===== src/rtl/cache_rd_arbiter_pkg.sv =====
// rtl/cache_rd_arbiter_pkg.sv - shared encodings for the cache read-channel arbiter
package cache_rd_arbiter_pkg;

    typedef enum logic [1:0] {
        ARB_IDLE   = 2'd0,
        ARB_BUSY_I = 2'd1,
        ARB_BUSY_D = 2'd2
    } arb_state_e;

    localparam logic [2:0] RD_WORD = 3'b010;
    localparam logic [2:0] RD_LINE = 3'b100;

    localparam logic REQ_I = 1'b0;
    localparam logic REQ_D = 1'b1;

endpackage


===== src/rtl/cache_rd_arbiter_rr_arb2.sv =====
// rtl/cache_rd_arbiter_rr_arb2.sv - 2-way combinational selector with a priority input
module rr_arb2
    import cache_rd_arbiter_pkg::*;
(
    input  logic [1:0] req,
    input  logic       prio,
    output logic       gnt_valid,
    output logic       gnt_id
);

    // req is indexed by requester ID; prio names the ID that wins a conflict.
    always_comb begin
        gnt_valid = |req;
        gnt_id    = REQ_I;
        if (req == 2'b11) begin
            gnt_id = prio;
        end else if (req[REQ_D]) begin
            gnt_id = REQ_D;
        end
    end

endmodule


===== src/rtl/cache_rd_arbiter.sv =====
// rtl/cache_rd_arbiter.sv - shares the bridge read channel between icache and dcache
module cache_rd_arbiter
    import cache_rd_arbiter_pkg::*;
#(
    parameter int ROUND_ROBIN = 1
) (
    input  logic        clock,
    input  logic        reset,
    input  logic        i_rd_req,
    input  logic [2:0]  i_rd_type,
    input  logic [31:0] i_rd_addr,
    output logic        i_rd_rdy,
    output logic        i_ret_valid,
    input  logic        d_rd_req,
    input  logic [2:0]  d_rd_type,
    input  logic [31:0] d_rd_addr,
    output logic        d_rd_rdy,
    output logic        d_ret_valid,
    output logic        cache_ret_last,
    output logic [31:0] cache_ret_data,
    output logic        rd_req,
    output logic [2:0]  rd_type,
    output logic [31:0] rd_addr,
    input  logic        rd_rdy,
    input  logic        ret_valid,
    input  logic        ret_last,
    input  logic [31:0] ret_data
);

    arb_state_e state_q, state_d;
    logic       last_grant_q;
    logic       hold_valid_q;
    logic       hold_id_q;

    logic [1:0] req_vec;
    logic       prio;
    logic       arb_valid;
    logic       arb_id;
    logic       hold_live;
    logic       sel_valid;
    logic       sel_id;
    logic       accept;

    assign req_vec = {d_rd_req, i_rd_req};
    assign prio    = (ROUND_ROBIN != 0) ? ~last_grant_q : REQ_D;

    rr_arb2 u_rr_arb2 (
        .req       (req_vec),
        .prio      (prio),
        .gnt_valid (arb_valid),
        .gnt_id    (arb_id)
    );

    // A requester stalled by rd_rdy keeps the channel while it holds req high,
    // so a late request from the other side cannot swap the address mid-handshake.
    assign hold_live = hold_valid_q & req_vec[hold_id_q];
    assign sel_valid = hold_live | arb_valid;
    assign sel_id    = hold_live ? hold_id_q : arb_id;
    assign accept    = (state_q == ARB_IDLE) & sel_valid & rd_rdy;

    assign cache_ret_last = ret_last;
    assign cache_ret_data = ret_data;

    always_comb begin
        state_d     = state_q;
        rd_req      = 1'b0;
        rd_type     = 3'b000;
        rd_addr     = 32'h0;
        i_rd_rdy    = 1'b0;
        d_rd_rdy    = 1'b0;
        i_ret_valid = 1'b0;
        d_ret_valid = 1'b0;
        case (state_q)
            ARB_IDLE: begin
                rd_req = sel_valid;
                if (sel_valid) begin
                    rd_type = (sel_id == REQ_D) ? d_rd_type : i_rd_type;
                    rd_addr = (sel_id == REQ_D) ? d_rd_addr : i_rd_addr;
                end
                i_rd_rdy = sel_valid & (sel_id == REQ_I) & rd_rdy;
                d_rd_rdy = sel_valid & (sel_id == REQ_D) & rd_rdy;
                if (accept) begin
                    state_d = (sel_id == REQ_D) ? ARB_BUSY_D : ARB_BUSY_I;
                end
            end
            ARB_BUSY_I: begin
                i_ret_valid = ret_valid;
                if (ret_valid && ret_last) begin
                    state_d = ARB_IDLE;
                end
            end
            ARB_BUSY_D: begin
                d_ret_valid = ret_valid;
                if (ret_valid && ret_last) begin
                    state_d = ARB_IDLE;
                end
            end
            default: begin
                state_d = ARB_IDLE;
            end
        endcase
    end

    always_ff @(posedge clock) begin
        if (reset) begin
            state_q      <= ARB_IDLE;
            last_grant_q <= REQ_I;
            hold_valid_q <= 1'b0;
            hold_id_q    <= REQ_I;
        end else begin
            state_q      <= state_d;
            hold_valid_q <= (state_q == ARB_IDLE) & sel_valid & ~rd_rdy;
            hold_id_q    <= sel_id;
            if (accept) begin
                last_grant_q <= sel_id;
            end
        end
    end

endmodule


===== config.mk =====
export PLATFORM = sky130hd
export DESIGN_NAME = cache_rd_arbiter
export DESIGN_NICKNAME = d
export VERILOG_FILES = /design/src/rtl/cache_rd_arbiter_pkg.sv /design/src/rtl/cache_rd_arbiter_rr_arb2.sv /design/src/rtl/cache_rd_arbiter.sv
export SDC_FILE = /design/constraint.sdc
export NUM_CORES = 1
export LEC_CHECK = 0
export CAP_MARGIN = 20
export CORE_AREA = 4 4 75 77
export DETAILED_ROUTE_END_ITERATION = 8
export DIE_AREA = 0 0 79 81
export GPL_ROUTABILITY_DRIVEN = 0
export HOLD_SLACK_MARGIN = 0.06
export PLACE_DENSITY = 0.85
export SLEW_MARGIN = 20
export SYNTH_ARGS = -nofsm -noshare
export SYNTH_HDL_FRONTEND = slang
export SYNTH_HIERARCHICAL = 1
export SYNTH_SLANG_ARGS = --single-unit

===== constraint.sdc =====
create_clock -name clock -period 4.8 [get_ports clock]
set_clock_uncertainty 0.2 [all_clocks]
set_input_delay 1.2 -clock clock [delete_from_list [all_inputs] [get_ports clock]]
set_output_delay 1.2 -clock clock [all_outputs]
set_load 0.01 [all_outputs]

==> impl_metrics.json <==
{
  "end_kind": "primary output",
  "cp.required_ps": 3400,
  "whs_ps": 297,
  "ys_async_sr_fraction": 0,
  "top_usage_layer": "met2",
  "synth_area_leaders": "a32oi_1, buf_4, nor2_1",
  "synth_cell_types": 31,
  "pin_count": 182,
  "synth_top_cell_by_area": "a32oi_1",
  "crit_fanout": 24,
  "wl_per_cell_um": 15.2,
  "hold_class": "flip-flop to flip-flop",
  "power.density_nw_per_um2": 232,
  "finalSetupTns_ps": 0,
  "netlist_instances": 163,
  "synth-seq-cells": 5,
  "antenna_found_initial": 0,
  "fillers": 484,
  "clock_latency_ps": 230,
  "antenna_cells": 0,
  "clock-sinks": 5,
  "ys_seq_area_frac": 0.0824,
  "postRouteAntennaNets": 0,
  "regToRegSetupSlack_ps": 2820,
  "dieWidth_um": 79,
  "drc": 0,
  "dp_hpwl_um": 3820,
  "cts_hold_buf": 0,
  "grt_use_met3": 0.0399,
  "critPathKind": "input pin to primary output",
  "grtUsageTotal": 0.130,
  "timing.rr.end": "state_q[0]",
  "slew_headroom": 0.630,
  "drive_gt1_frac": 0.0854,
  "period_minus_slack_ps": 4690,
  "fp.dieH_um": 81,
  "rsz0062_at_grt": "false",
  "ir_drop_mv": 0.114,
  "wl_um": 4810,
  "ys.flop_type": "dfxtp_1",
  "synthesis.nets": 275,
  "routed_via_density": 4.84,
  "die_area_um2": 6400,
  "syn_area_um2": 1210,
  "io_buffers": 117,
  "root_buffer": "clkbuf_8",
  "max_freq_mhz": 213,
  "initial_utilization": 0.243,
  "cp-start-kind": "input pin",
  "syn_area_per_cell_um2": 7.45,
  "use_met2": 0.239,
  "final_nets": 359,
  "r2r-start": "state_q[0]",
  "period_share": 0.977,
  "leakage_nw": 0.897,
  "seqCellArea_um2": 100,
  "post_cts_buffers": 0,
  "worstMarginPinSlew_ps": 554,
  "area_growth_pct": 88.4,
  "drv_slew": 0,
  "min_delay_path_depth": 2,
  "grt_max_degree": 36,
  "yosysWarningCount": 6,
  "cts_tree": "built",
  "numCtsBuffers": 3,
  "synth_commonest_cells": "nor2_1, a32oi_1, buf_4",
  "synth_top_area_frac": 0.252,
  "cp.arrival_ps": 3290,
  "drtPass1Iterations": 6,
  "grt_overflow": 0,
  "vias": 1529,
  "htreeDepth": 1,
  "first_iter_violations": 46,
  "grt_pass1_vias": 1482,
  "worstSetupStartpoint": "d_rd_req",
  "setup_viol": 0,
  "grt_use_met1": 0.148,
  "grt_pass1_wl_um": 6890,
  "cp-endpoint": "rd_addr[15]",
  "status": "complete, no violations",
  "multi_input_area_um2": 747,
  "cap_violations": 0,
  "clk_pin_slew_worst_paths_ps": 30,
  "worstRegToRegCells": 6,
  "yosysMostFrequentCell": "nor2_1",
  "cts_resized": 0,
  "rows": 26,
  "clk_path_buf_depth": 2,
  "synth-edff-count": 0,
  "finalHoldViolCount": 0,
  "fp.coreArea_um2": 5010
}
[report_power, final]
| group | total (mW) | switching, mW | internal, mW |
|---|---|---|---|
| Sequential | 0.0518 | 0.00475 | 0.0471 |
| Combinational | 0.399 | 0.173 | 0.226 |
| Clock | 0.0789 | 0.0218 | 0.0571 |
[cell type report]
| cell class | count | area share |
|---|---|---|
| inverter | 6 | 0.00984 |
| clock buffer | 4 | 0.0197 |
| tap | 70 | 0.0383 |
| multi-input combinational | 105 | 0.326 |
| sequential | 5 | 0.0437 |
| timing repair buffer | 126 | 0.562 |
[registers in the layout, summed over array words and instances, names as in the netlist]
signal and cells:
hold_valid_q 1, hold_id_q 1, last_grant_q 1, state_q 2
[logic make-up after synthesis]
| logic type | Yosys count | synth area share |
|---|---|---|
| flops | 5 | 0.0824 |
| fa+ha+maj | 3 | 0.0309 |
| mux | 1 | 0.0124 |
| buf+inv | 53 | 0.312 |
| compound gates | 48 | 0.367 |
| simple gates | 53 | 0.196 |
[metrics by stage]
| stage | area, µm² | setup slack [ps] | utilization | cells | power (mW) |
|---|---|---|---|---|---|
| after detailed placement | 2220 | 84.4 | 0.444 | 312 | 0.453 |
| final | 2290 | 111 | 0.457 | 316 | 0.530 |
| after floorplan | 1210 | 1040 | - | 163 | 0.262 |
| after global placement | 2220 | 115 | 0.444 | 312 | 0.449 |
| after global routing | 2290 | 2.06 | 0.457 | 316 | 0.567 |
| after CTS | 2270 | 69.3 | 0.453 | 316 | 0.534 |
[placed cells by master (no fill, tap or decap), types with 2 or more instances in the layout]
cell,n
nor2_1,38
ha_1,3
buf_4,6
buf_12,3
nor3_1,2
and2_1,5
a32o_1,2
a22o_1,2
inv_1,6
clkdlybuf4s50_1,113
dlymetal6s2s_1,4
clkbuf_8,3
dfxtp_1,5
a32oi_1,34
[worst min-delay path by stage]
stage | startpoint | to
4_1_cts | last_grant_q | last_grant_q
3_3_place_gp | last_grant_q | last_grant_q
2_1_floorplan | last_grant_q | last_grant_q
3_5_place_dp | last_grant_q | last_grant_q
6_report | last_grant_q | last_grant_q
5_1_grt | last_grant_q | last_grant_q
[metal layers]
| layer | share of wire | routed length (µm) | vias up |
|---|---|---|---|
| li1 | - | - | 739 |
| met5 | 0 | 0 | - |
| met1 | 0.38 | 1830 | 701 |
| met2 | 0.51 | 2460 | 79 |
| met4 | 0.0062 | 30 | 0 |
| met3 | 0.10 | 488 | 10 |
[worst max-delay path: stages]
cell	delay [ps]
clkdlybuf4s50_1	460
a21boi_2	190
nand2b_1	180
o21ai_2	230
buf_12	200
a32oi_1	110
nor2_1	150
clkdlybuf4s50_1	570
Note: power is estimated with default switching activity, not from simulation.
